[src/rtl/uart_rx_cfg.sv]
// uart_rx_cfg -- parametrised UART receiver (start, DATA_BITS data LSB first,
// optional even/odd parity, 1 or 2 stop bits).
//
// Ports:
//   clk, rst    system clock; asynchronous active-high reset
//   din         serial line (idle high), asynchronous to clk
//   dout        last received word
//   valid       one-cycle strobe: dout and flags updated
//   parity_err  parity mismatch in last frame (never set when PARITY_MODE = 0)
//   frame_err   a stop bit was sampled low in last frame
//   busy        high while a frame is in progress (START..WAIT_HIGH)
//   break_det   break flag for last frame
//
// Optional feature: define UART_RX_BREAK_DETECT_EN to register break_det,
// set when start, every data bit, the parity bit (if any) and the first stop
// bit all sampled low. Undefined, break_det is tied to 0.
module uart_rx_cfg #(
    parameter int CLKS_PER_BIT = 50,
    parameter int DATA_BITS    = 8,
    parameter int PARITY_MODE  = 0,
    parameter int STOP_BITS    = 1
) (
    input  logic                 clk,
    input  logic                 rst,
    input  logic                 din,
    output logic [DATA_BITS-1:0] dout,
    output logic                 valid,
    output logic                 parity_err,
    output logic                 frame_err,
    output logic                 busy,
    output logic                 break_det
);

    localparam int N  = DATA_BITS + ((PARITY_MODE != 0) ? 1 : 0) + STOP_BITS;
    localparam int CW = $clog2(CLKS_PER_BIT);
    localparam int IW = $clog2(N + 1);

    localparam logic [CW-1:0] HALF_M1   = CW'(CLKS_PER_BIT / 2 - 1);
    localparam logic [CW-1:0] FULL_M1   = CW'(CLKS_PER_BIT - 1);
    localparam logic [IW-1:0] DATA_LAST = IW'(DATA_BITS - 1);
    localparam logic [IW-1:0] STOP_LAST = IW'(STOP_BITS - 1);
    localparam logic          ODD       = (PARITY_MODE == 2);

    localparam logic [2:0] IDLE      = 3'd0;
    localparam logic [2:0] START     = 3'd1;
    localparam logic [2:0] DATA      = 3'd2;
    localparam logic [2:0] PARITY    = 3'd3;
    localparam logic [2:0] STOP      = 3'd4;
    localparam logic [2:0] WAIT_HIGH = 3'd5;

    logic                 sync1, din_s;
    logic [2:0]           state;
    logic [CW-1:0]        cnt;
    logic [IW-1:0]        idx;
    logic [DATA_BITS-1:0] sr;
    logic                 pe_acc, fe_acc;
    logic                 tick, last_stop;

    // START waits half a bit to land mid-bit; every later bit is a full bit on.
    assign tick      = (state == START) ? (cnt == HALF_M1) : (cnt == FULL_M1);
    assign last_stop = (state == STOP) && tick && (idx == STOP_LAST);
    assign busy      = (state != IDLE);

    always_ff @(posedge clk or posedge rst) begin
        if (rst) begin
            sync1      <= 1'b1;
            din_s      <= 1'b1;
            state      <= IDLE;
            cnt        <= '0;
            idx        <= '0;
            sr         <= '0;
            pe_acc     <= 1'b0;
            fe_acc     <= 1'b0;
            dout       <= '0;
            valid      <= 1'b0;
            parity_err <= 1'b0;
            frame_err  <= 1'b0;
        end else begin
            sync1 <= din;
            din_s <= sync1;
            valid <= 1'b0;
            case (state)
                IDLE: begin
                    cnt <= '0;
                    idx <= '0;
                    if (!din_s) state <= START;
                end
                START: begin
                    if (tick) begin
                        cnt <= '0;
                        if (din_s) begin
                            state <= IDLE;          // glitch, not a start bit
                        end else begin
                            state  <= DATA;
                            pe_acc <= 1'b0;
                            fe_acc <= 1'b0;
                        end
                    end else begin
                        cnt <= cnt + CW'(1);
                    end
                end
                DATA: begin
                    if (tick) begin
                        cnt <= '0;
                        sr  <= {din_s, sr[DATA_BITS-1:1]};   // LSB arrives first
                        if (idx == DATA_LAST) begin
                            idx   <= '0;
                            state <= (PARITY_MODE != 0) ? PARITY : STOP;
                        end else begin
                            idx <= idx + IW'(1);
                        end
                    end else begin
                        cnt <= cnt + CW'(1);
                    end
                end
                PARITY: begin
                    if (tick) begin
                        cnt    <= '0;
                        // even: error when XOR of data+parity is 1; odd: when 0
                        pe_acc <= (^sr) ^ din_s ^ ODD;
                        state  <= STOP;
                    end else begin
                        cnt <= cnt + CW'(1);
                    end
                end
                STOP: begin
                    if (tick) begin
                        cnt <= '0;
                        if (last_stop) begin
                            idx        <= '0;
                            dout       <= sr;
                            parity_err <= pe_acc;
                            frame_err  <= fe_acc | ~din_s;
                            valid      <= 1'b1;
                            // leave mid-stop so a start half a bit later is caught
                            state      <= din_s ? IDLE : WAIT_HIGH;
                        end else begin
                            idx    <= idx + IW'(1);
                            fe_acc <= fe_acc | ~din_s;
                        end
                    end else begin
                        cnt <= cnt + CW'(1);
                    end
                end
                WAIT_HIGH: begin
                    // a held-low line must not look like a fresh start edge
                    if (din_s) state <= IDLE;
                end
                default: state <= IDLE;
            endcase
        end
    end

`ifdef UART_RX_BREAK_DETECT_EN
    logic brk_acc;

    always_ff @(posedge clk or posedge rst) begin
        if (rst) begin
            brk_acc   <= 1'b0;
            break_det <= 1'b0;
        end else if (tick) begin
            case (state)
                START:        brk_acc <= ~din_s;
                DATA, PARITY: brk_acc <= brk_acc & ~din_s;
                STOP: begin
                    if (idx == '0) brk_acc <= brk_acc & ~din_s;
                    // with one stop bit the first stop is the final sample
                    if (last_stop) break_det <= brk_acc & ((idx != '0) | ~din_s);
                end
                default: brk_acc <= brk_acc;
            endcase
        end
    end
`else
    assign break_det = 1'b0;
`endif

endmodule

[config.mk]
export PLATFORM = sky130hd
export DESIGN_NAME = uart_rx_cfg
export DESIGN_NICKNAME = d
export VERILOG_FILES = /design/src/rtl/uart_rx_cfg.sv
export SDC_FILE = /design/constraint.sdc
export NUM_CORES = 1
export LEC_CHECK = 0
export CORE_MARGIN = 2
export CORE_UTILIZATION = 61
export DETAILED_ROUTE_END_ITERATION = 6
export PLACE_DENSITY = 0.83
export SLEW_MARGIN = 20
export SYNTH_ARGS = -nofsm -noshare
export SYNTH_HDL_FRONTEND = slang
export SYNTH_SLANG_ARGS = --single-unit
export TNS_END_PERCENT = 20
[constraint.sdc]
create_clock -name clk -period 3.5 [get_ports clk]
set_clock_uncertainty 0.05 [all_clocks]
set_input_delay 0.7 -clock clk [delete_from_list [all_inputs] [get_ports clk]]
set_output_delay 0.7 -clock clk [all_outputs]
set_load 0.02 [all_outputs]
==> run metrics <==
number of synthesized flops with an enable pin 0; path type of the worst setup path reg -> out; Root Driver clkbuf_4; setup TNS 0 ns; sw frac 0.304; Seq/Total Area, Yosys 0.488; synthesized area approximately 1900 um2; Clk Latency, worst-skew pair 0.34 ns; Final Hold Violating Endpoints 0; die height between 50 and 60 um; Worst R2R End sr[6]$_DFFE_PP0P_; Tmin final approximately 2.9 ns; initial antenna violation count 0; Port Buffer Count 14; max-slew violations 0; average wire per standard cell 15.0 um; worst min path class reg -> reg; status finished clean; PwrDens around 500 nW/um2; Most used DFF post-synth dfrtp_1; worst hold path endpoint din_s$_DFF_PP1_; DRC errors left 0; HPWL after DPL around 2300 um; Rel. slew slack 0.599; synthesized instance count between 150 and 200; CP Max Fanout 15; DIE WIDTH 59.1 um; synthesis-to-layout area growth 11.7%; Min Hold Slack 0.312 ns; #FFs+latches synth 36; VDD IR-drop max around 0.00033 V; final cell count without fillers 212; setup bufs post-CTS 0; number of distinct library cells after synthesis 47; startpoint types flop; fin crit share 0.832; first-pass GRT wire length between 5000 and 6000 um; diode count 0; Slew @ Worst Pin about 0.60 ns; Ys Warns 0; Psw 0.312 mW; RSZ-0062 raised after global routing false; via count about 1300; placeable core area roughly 2800 um2; initial DRC count 68; Antenna Nets Post-Route 0; ys async rst share 1.00; f_max about 340 MHz; Gate power share 0.213; final wirelength roughly 3200 um; clk slew on worst S/H paths ~0.10 ns; Mean Syn Cell Area about 11 um2; Worst Reg-to-Reg Cells 5; Net Count, Synth around 170; Hold Path Origin sync1$_DFF_PP1_; CTS buffer count 5; vias in the first global route ~1300; die area roughly 3500 um2; Pleak slightly above 0.9 nW; H-tree depth 2; critical path endpoint category output port; crit path DAT ~2.2 ns; Power Internal between 0.7 and 0.8 mW; Vias/cell slightly above 6; Rows 19; Setup violations, final 0; TritonRoute pass-1 iters 4; Post-DP Area 1990 um2; clock network power share 0.276; Routability Congestion approximately 0.89; CTS tree built; Hold Buf Count CTS 0; placed cells between 200 and 250; total track usage 0.218; Final Cell Area 2070 um2; layout cells sized above 1 0.182; r2r startpoint state[0]$_DFFE_PP0P_; Starting Density 0.654; post-layout util 0.731; r2r setup slk a little under 1 ns; clk buf depth 2; hold path depth 0; maxcap violations 0; Reg power frac 0.512; PostCTS Resize Cnt 0; global route overflow 0; largest net degree at the start of global routing 37; Critical Path RT ~2.8 ns; nets 186; IO Pins 16; CTS Sinks 36
## synthesized netlist by cell type (2+ instances only)
cell	number	area, um2
a21oi_1	4	20.0
mux2_4	8	120
a221o_1	2	20.0
ha_1	3	37.5
and2_1	2	12.5
a31oi_1	5	31.3
nand3_1	5	25.0
nand2_1	7	26.3
clkbuf_1	6	22.5
nor3b_2	2	25.0
o21ai_1	3	15.0
dfstp_2	2	52.6
a32o_1	2	20.0
nor2_1	10	37.5
or3_1	2	12.5
xnor2_1	9	78.8
dfrtp_1	34	851
or4_1	2	15.0
inv_1	8	30.0
o21ai_0	8	40.0
nor3_1	2	10.0
nor3b_1	4	30.0
mux2_2	9	101
nand4_1	2	12.5
o21a_1	2	15.0
xor2_1	3	26.3
## final cells by class
| class | instances | area [um2] |
|---|---|---|
| clock inverter | 2 | 35.0 |
| clock buffer | 6 | 41.3 |
| tap | 31 | 38.8 |
| multi-input combinational | 114 | 871 |
| sequential | 36 | 903 |
| fill | 200 | 762 |
| inverter | 8 | 30.0 |
| timing repair buffer | 15 | 148 |
## stage by stage
stage | setup slack (ns) | power [mW]
4_1_cts | 0.583 | 1.03
5_1_grt | 0.458 | 1.09
6_report | 0.589 | 1.03
2_1_floorplan | 1.43 | 0.697
3_3_place_gp | 1.02 | 0.736
3_5_place_dp | 0.966 | 0.752
## routing by layer
layer / vias to the layer above / track usage / part of all wire
met5: - / 0 / 0
met3: 12 / 0.0459 / 0.044
met4: 0 / 0.114 / 0.033
met1: 638 / 0.294 / 0.47
li1: 618 / - / -
met2: 26 / 0.332 / 0.46
## cell usage in the layout (no fill, tap or decap), types with 2 or more instances in the layout
master,n
nor2_1,10
clkdlybuf4s50_1,14
mux2_2,9
a21oi_1,4
inv_1,8
nor3_1,2
a32o_1,2
nand3_1,5
nor3b_2,2
a31oi_1,5
xor2_1,3
dfrtp_1,34
or4_1,2
dfstp_2,2
mux2_4,8
ha_1,3
nand2_1,7
clkbuf_4,5
nor3b_1,4
o21ai_1,3
and2_1,2
nand4_1,2
or3_1,2
a221o_1,2
o21ai_0,8
o21a_1,2
xnor2_1,9
## worst max-delay path by stage
| stage | from | end | slack [ns] | depth (start not counted) |
|---|---|---|---|---|
| after floorplan | state[2]$_DFFE_PP0P_ | sr[0]$_DFFE_PP0P_ | 1.43 | 7 |
| after CTS | state[0]$_DFFE_PP0P_ | busy | 0.58 | 4 |
| final | state[0]$_DFFE_PP0P_ | busy | 0.59 | 4 |
| after global placement | state[0]$_DFFE_PP0P_ | busy | 1.02 | 4 |
| after global routing | state[0]$_DFFE_PP0P_ | busy | 0.46 | 4 |
| after detailed placement | state[0]$_DFFE_PP0P_ | busy | 0.97 | 4 |
## cell families after synthesis
kind of cell    after synthesis  synth area share
other cells                   1           0.00203
mux                          18             0.127
simple gates                 47             0.145
compound gates               32             0.114
flops                        36             0.488
fa+ha+maj                     4            0.0257
buf+inv                      17            0.0412
xor+xnor                     12            0.0568
## state kept, by name, summed over array words and instances (netlist names)
signal,cells
parity_err,1
fe_acc,1
state,3
din_s,1
idx,4
frame_err,1
cnt,6
sr,8
valid,1
sync1,1
pe_acc,1
dout,8
## worst max-delay path, stage by stage (launching register included)
cell,delay (ns)
dfrtp_1,0.55
or2_2,0.39
nor2_1,0.28
inv_1,0.07
clkdlybuf4s50_1,0.54
## power groups by stage
stage	Clock (mW)	Sequential (mW)	Combinational, mW
3_3_place_gp	0	0.527	0.209
4_1_cts	0.288	0.525	0.221
2_1_floorplan	0	0.504	0.193
5_1_grt	0.299	0.537	0.253
3_5_place_dp	0	0.533	0.218
6_report	0.283	0.526	0.219
Note: power is estimated with default switching activity, not from simulation.
